File: src/rtl/note_judge.sv
// Per-lane note judge: synchronizes and debounces the lane key, grades each press
// against the lane's target/approach slots, and keeps the saturating combo and points totals.
module note_judge #(
  parameter int unsigned DEB_CYCLES  = 4,
  parameter int unsigned PTS_PERFECT = 2,
  parameter int unsigned PTS_NEAR    = 1
) (
  input  logic       clk,
  input  logic       RST,
  input  logic       KEY,
  input  logic       enable,
  input  logic       shift_tick,
  input  logic [7:0] lane_occ,
  output logic       score,
  output logic       near,
  output logic       miss,
  output logic [7:0] combo,
  output logic [9:0] points
);

  localparam logic [7:0]  DEB    = 8'(DEB_CYCLES);
  localparam logic [10:0] P_PERF = 11'(PTS_PERFECT);
  localparam logic [10:0] P_NEAR = 11'(PTS_NEAR);

  typedef enum logic [1:0] {S_IDLE, S_ARM, S_HELD, S_REL} deb_state_t;

  deb_state_t  r_state, w_state_nxt;
  logic [7:0]  r_cnt, w_cnt_nxt, w_cnt_inc;
  logic        r_sync1, r_sync2, w_ks;
  logic [1:0]  r_warm;
  logic        r_rel_seen;
  logic        w_press_evt;
  logic        r_j0, r_j1;
  logic        w_press, w_perf, w_near, w_miss;
  logic        r_score, r_near, r_miss;
  logic [7:0]  r_combo;
  logic [9:0]  r_points;
  logic [10:0] w_sum;
  logic        w_unused;

  assign w_unused = ^lane_occ[7:2];
  assign w_ks      = r_sync2;
  assign w_cnt_inc = r_cnt + 8'd1;

  always_ff @(posedge clk or negedge RST) begin
    if (!RST) begin
      r_sync1 <= 1'b1;
      r_sync2 <= 1'b1;
    end else begin
      r_sync1 <= KEY;
      r_sync2 <= r_sync1;
    end
  end

  // The synchronizer resets to "released", so a key still held through reset would
  // look like a fresh press; arming waits for a genuine released sample first.
  always_ff @(posedge clk or negedge RST) begin
    if (!RST) begin
      r_warm     <= '0;
      r_rel_seen <= 1'b0;
    end else begin
      r_warm     <= {r_warm[0], 1'b1};
      r_rel_seen <= r_rel_seen | (r_warm[1] & w_ks);
    end
  end

  always_ff @(posedge clk or negedge RST) begin
    if (!RST) begin
      r_state <= S_IDLE;
      r_cnt   <= '0;
    end else begin
      r_state <= w_state_nxt;
      r_cnt   <= w_cnt_nxt;
    end
  end

  always_comb begin
    w_state_nxt = r_state;
    w_cnt_nxt   = r_cnt;
    w_press_evt = 1'b0;
    case (r_state)
      S_IDLE: if (!w_ks && r_rel_seen) begin
        w_state_nxt = S_ARM;
        w_cnt_nxt   = 8'd1;
      end
      S_ARM: begin
        if (w_ks) begin
          w_state_nxt = S_IDLE;
          w_cnt_nxt   = '0;
        end else if (w_cnt_inc >= DEB) begin
          w_state_nxt = S_HELD;
          w_cnt_nxt   = '0;
          w_press_evt = 1'b1;
        end else begin
          w_cnt_nxt = w_cnt_inc;
        end
      end
      S_HELD: if (w_ks) begin
        w_state_nxt = S_REL;
        w_cnt_nxt   = 8'd1;
      end
      S_REL: begin
        if (!w_ks) begin
          w_state_nxt = S_HELD;
          w_cnt_nxt   = '0;
        end else if (w_cnt_inc >= DEB) begin
          w_state_nxt = S_IDLE;
          w_cnt_nxt   = '0;
        end else begin
          w_cnt_nxt = w_cnt_inc;
        end
      end
      default: begin
        w_state_nxt = S_IDLE;
        w_cnt_nxt   = '0;
      end
    endcase
  end

  // Judgment uses pre-shift occupancy; a perfect on the exiting note cancels its miss.
  assign w_press = w_press_evt & enable;
  assign w_perf  = w_press & lane_occ[0] & ~r_j0;
  assign w_near  = w_press & ~w_perf & lane_occ[1] & ~r_j1;
  assign w_miss  = enable & shift_tick & lane_occ[0] & ~r_j0 & ~w_perf;
  assign w_sum   = {1'b0, r_points} + (w_perf ? P_PERF : P_NEAR);

  always_ff @(posedge clk or negedge RST) begin
    if (!RST) begin
      r_j0 <= 1'b0;
      r_j1 <= 1'b0;
    end else if (!enable) begin
      r_j0 <= 1'b0;
      r_j1 <= 1'b0;
    end else if (shift_tick) begin
      r_j0 <= r_j1 | w_near;
      r_j1 <= 1'b0;
    end else begin
      if (w_perf) r_j0 <= 1'b1;
      if (w_near) r_j1 <= 1'b1;
    end
  end

  always_ff @(posedge clk or negedge RST) begin
    if (!RST) begin
      r_score  <= 1'b0;
      r_near   <= 1'b0;
      r_miss   <= 1'b0;
      r_combo  <= '0;
      r_points <= '0;
    end else begin
      r_score <= w_perf;
      r_near  <= w_near;
      r_miss  <= w_miss;
      if (w_miss) begin
        r_combo <= '0;
      end else if (w_perf || w_near) begin
        if (r_combo != 8'hFF) r_combo <= r_combo + 8'd1;
        r_points <= (w_sum > 11'd1023) ? 10'd1023 : w_sum[9:0];
      end
    end
  end

  assign score  = r_score;
  assign near   = r_near;
  assign miss   = r_miss;
  assign combo  = r_combo;
  assign points = r_points;

endmodule
File: config.mk
export PLATFORM = sky130hd
export DESIGN_NAME = note_judge
export DESIGN_NICKNAME = d
export VERILOG_FILES = /design/src/rtl/note_judge.sv
export SDC_FILE = /design/constraint.sdc
export NUM_CORES = 1
export LEC_CHECK = 0
export CAP_MARGIN = 20
export CORE_MARGIN = 3
export CORE_UTILIZATION = 56
export CTS_CLUSTER_SIZE = 30
export DETAILED_ROUTE_END_ITERATION = 8
export PLACE_DENSITY = 0.93
export SLEW_MARGIN = 10
export SYNTH_ARGS = -nofsm -noshare
export SYNTH_HDL_FRONTEND = slang
export SYNTH_SLANG_ARGS = --single-unit
File: constraint.sdc
create_clock -name clk -period 8 [get_ports clk]
set_clock_uncertainty 0.05 [all_clocks]
set_input_delay 2.4 -clock clk [delete_from_list [all_inputs] [get_ports clk]]
set_output_delay 2.4 -clock clk [all_outputs]
set_load 0.01 [all_outputs]
# [Yosys cells after proc, flatten, opt, wreduce, memory -nomap -nowiden]
# Cells that the tools add are included.
[word_totals] register_bits=38 inputBits=13 output_inout_bits=21 elab_cells=82
[op_classes] add_sub_neg=3 n_lt_le_gt_ge=2 n_eq_ne=10 muxes=27 n_bitwise=17 n_reduce_logical=10
[op_table] op="two-way mux 8 bit" count=8
[op_table] op="one-hot mux 8 bit (4 select lines)" count=1
[op_table] op="adder 8 x 1 -> 8 bit (second input constant)" count=2
[op_table] op="two-way mux 2 bit" count=7
[op_table] op="adder 10 x 2 -> 11 bit" count=1
[op_table] op="AND 1 bit" count=11
[op_table] op="greater-than comparator 11 x 10 -> 1 bit (second input constant)" count=1
[op_table] op="two-way mux 10 bit" count=1
[op_table] op="two-way mux 1 bit" count=9
[op_table] op="greater-or-equal comparator 8 x 3 -> 1 bit (second input constant)" count=1
[op_table] op="inequality test 8 bit (second input constant)" count=1
[op_table] op="one-hot mux 2 bit (4 select lines)" count=1
[op_table] op="inequality test 3 x 1 -> 1 bit (second input constant)" count=2
[op_table] op="inequality test 3 bit (second input constant)" count=2
[op_table] op="AND reduction 2 bit" count=3
[op_table] op="equality test 2 bit (second input constant)" count=2
[op_table] op="inequality test 2 bit (second input constant)" count=2
[op_table] op="NOT 1 bit" count=4
[op_table] op="AND reduction 4 bit" count=1
[op_table] op="nonzero test 2 bit" count=2
[op_table] op="equality test 2 x 1 -> 1 bit (second input constant)" count=1
[op_table] op="zero test 2 bit" count=1
[op_table] op="bitwise OR 1 bit" count=2
[op_table] op="logical AND 1 bit" count=1
[op_table] op="2 further kinds" count=2

# [Depth between registers and ports, before layout]
[depth] word_depth=15 depth_mapped=11 mapped_depth_nobuf=11

# [Worst setup path before layout]
# No wires, ideal clock.
[synth_path] path_kind="in2reg" startpoint="in enable" endpoint="reg r_points[4] (netlist: points[4])" setup_ns=0.128 arrival_ns=4.194 required_time_ns=7.822 path_slack_ns=3.628 path_stages=9 path_buffers=1 path_cell_list="and4bb_1 -> buf_6 -> nand3_1 -> ha_1 -> fa_1 -> and4_1 -> nand3_1 -> nand2_1 -> mux2_1"
[synth_via] elab_chain_cells=9 word_cells_on_any_way=18 cone_classes="add/sub: 1; order compare: 1; mux: 2; bitwise: 12; reduce/logical: 2"
[synth_rtl] item="start, declared" line_no="11" text="input logic enable,"
[synth_rtl] item="parallel branches: the longest is 9 deep, another holds adder 10 x 2 -> 11 bit"
[synth_rtl] item="end signal, assigned" line_no="158" text="r_points <= (w_sum > 11'd1023) ? 10'd1023 : w_sum[9:0];"
[synth_rtl] item="end, declared" line_no="37" text="logic [9:0] r_points;"
# Several ways; the timed one is not identified.
# A chain may end at the register's enable or synchronous reset.

# [Final worst setup path]
# Same ends and word-level chain as after synthesis.

==> reports/summary.txt <==
final hold slack -> 314 ps
Clock power frac -> 0.281
status -> finished, final reports clean
Area Overhead vs Synth -> 18.0%
dpl cell area -> 0.00219 mm²
TritonCTS Sinks -> 38
P_int -> 302 µW
TritonCTS Buffers -> 5
multiplexer area fraction after synthesis -> 0.0352
Seq pwr share -> 0.516
Post-Synthesis Cell Area -> 0.00192 mm²
Die Height -> 64.6 µm
total track usage -> 0.221
IO buf count -> 27
FF+latch count, synth -> 38
Post-Synth XOR/XNOR Area -> 0
synth top area cells -> dfrtp_1 47%, a21oi_1 3.6%, ha_1 3.3%
max-slew violation total from the final report -> 0
CTS tree -> yes
DRT iter0 DRCs -> 61
Switching Fraction -> 0.306
final critical-path setup slack -> 3090 ps
RSZ-0062 raised after global routing -> no
final net count -> 226
Critical Path, Cell by Cell -> clkdlybuf4s50_1 > and4bb_1 > nand3_1 > ha_1 > fa_1 > and4_1 > nand3_1 > nand2_1 > mux2_1
IO Pins -> 34
Unique masters post-synth -> 53
EDFF count, synth -> 0
Vias -> 1,553
CP required -> 8190 ps
Slew HR -> 0.439
main combinational cell family by area after synthesis -> simple AND/OR/NAND/NOR gates
Max-Cap Viols -> 0
Tightest Pin Transition -> 842 ps
# rows -> 20
fmax -> 0.204 GHz
worst vdd ir -> 150 µV
CTS root buffer -> clkbuf_4
Antenna Nets Post-Route -> 0
WP buf/inv -> 1
most common cell in the netlist -> dfrtp_1
CP top delay family -> simple AND/OR/NAND/NOR gates
Hold-fix buffers, CTS -> 0
Final Hold Viols -> 0
Max clock buf depth -> 2
Syn Area/Cell -> 10.8 µm²
CORE AREA -> 0.00315 mm²
Antenna Cells -> 0
gr ovfl total -> 0
# Post-CTS Setup Buffers -> 0
Placement Setup Slack -> 2740 ps
post-DP HPWL -> 2.81 mm
final instance area -> 0.00227 mm²
drt wl/cell -> 16.2 µm
Pre-antenna DRT Iters -> 4
CP arrival -> 5100 ps
Combinational Power Share -> 0.203
Die Wd -> 64.6 µm
crit-path max FO -> 9
RD Place Congestion -> 0.822
Clock Latency Late Sink -> 350 ps
Synth Instances -> 178
H-tree levels -> 2
CP Capture Type -> flip-flop
async set-or-reset flop fraction in the synthesized netlist -> 1.00
Leakage -> 0.000985 µW
share of the synthesized area in the top cell type -> 0.469
DRC -> 0
vias in the first global route -> 1,526
Simple-Gate Fraction of Synth Area -> 0.213
Final TNS setup -> 0 ps
Synthesized Nets -> 197
Power Density -> 192 mW/mm²
Crit-path slowest cell -> clkdlybuf4s50_1
endpoints failing setup -> 0
Die ar. -> 0.00417 mm²
sequential-to-total area share from yosys stat -> 0.496
fill count -> 240
most frequent cells after synthesis -> 36 x dfrtp_1, 14 x a21oi_1, 14 x nand2_1, 8 x and2_1, 8 x nand3_1
Starting Density -> 0.609
Util after Layout -> 0.719
Worst Hold Class -> flip-flop to flip-flop
Synth Area in Compound Gates -> 0.163
WL final -> 4.09 mm
post-CTS resize count -> 0
Psw -> 133 µW
CTS clk-pin slew, worst paths -> 110 ps
adder-cell share of the synthesized area -> 0.0430
initial antenna violation count -> 0
first-pass GRT wire length -> 7.09 mm
CP dominant cell by count -> nand3_1
Synth area leader -> dfrtp_1
post-DR vias/cell -> 6.16
Tcrit/Tclk final -> 0.614
ys flop type -> dfrtp_1
yosys warns -> 0
Tmin final -> 4910 ps
share of post-route cells with drive strength above 1 -> 0.106
pin count of the biggest net entering global routing -> 39
critical path launch point type -> input port
CP Class -> input port to flip-flop
slowest stage delay, CP -> 510 ps
-- placed cells by master, fill, tap and decap left out, types with 2 or more instances in the layout --
cell,netlist,layout
a21o_1,2,2
and2_1,8,8
nand2b_1,2,2
nand2_1,14,14
or3_1,2,2
clkbuf_8,0,3
o21ai_1,3,3
a21oi_1,14,14
ha_1,5,5
a31oi_1,5,5
dfrtp_1,36,36
clkbuf_4,0,5
nand3_1,8,8
o41ai_1,2,2
inv_1,7,7
and3_1,2,2
mux2_1,5,5
nor2_2,2,2
o21ai_0,2,2
or4_1,3,3
nand4_1,4,4
o31ai_1,3,3
nor2_1,5,5
and4_1,3,3
nor3_1,7,7
clkdlybuf4s50_1,0,27
dfstp_2,2,2
-- power by group through the flow --
stage          sequential, µW  combinational, µW  clock, µW
4_1_cts                   224               88.9        124
3_5_place_dp              228               88.4          0
5_1_grt                   228               99.9        134
3_3_place_gp              225               81.8          0
2_1_floorplan             226               64.0          0
6_report                  225               88.4        122
-- metal layers --
metal  global-route usage  share of wire  wire, µm  up-vias
li1                     -              -         -      714
met1                0.288           0.42      1710      785
met2                0.347           0.51      2100       42
met3               0.0624          0.046       190       12
met4               0.0923          0.022        91        0
met5                    0              0         0        -
-- registers in the layout, summed over array words and instances, names as in the netlist, 2 cells and up, named ones only --
signal	count
combo	8
points	10
r_cnt	8
r_warm	2
-- worst paths after layout --
check	start	cells past startpoint	to	slack, ps
min in group asynchronous	RST	2	combo[5]	2410
setup reg to reg	r_cnt[0]	10	points[4]	4480
max in group asynchronous	RST	2	r_sync1	5130
hold / removal	r_sync1	0	r_sync2	310
setup / recovery	enable	9	points[4]	3090
hold reg to reg	r_sync1	0	r_sync2	310
-- cell families after synthesis --
group,count (synthesis)
mux,6
compound gates,44
simple gates,70
fa+ha+maj,6
flops,38
other cells,1
buf+inv,13
-- layout make-up --
| class | count | area, µm² | area share |
|---|---|---|---|
| Timing Repair Buffer | 28 | 278 | 0.123 |
| Inverter | 7 | 26.3 | 0.0116 |
| Sequential cell | 38 | 953 | 0.421 |
| Multi-Input combinational cell | 127 | 876 | 0.386 |
| Clock buffer | 8 | 78.8 | 0.0348 |
| Tap cell | 44 | 55.1 | 0.0243 |
-- worst reg2reg max path, cell delays in order, from the launching register on --
cell     delay, ps
dfrtp_1        450
ha_1           240
o211a_1        150
o22ai_2        650
nand3_1        270
ha_1           290
fa_1           420
and4_1         210
nand3_1        290
nand2_1        100
mux2_1         290
-- per-stage QoR --
step,total power [µW],instances
floorplan,290,178
CTS,437,252
global placement,307,244
global route,462,252
finish,435,252
detailed placement,316,244
Power figures use the tool's default switching activity.
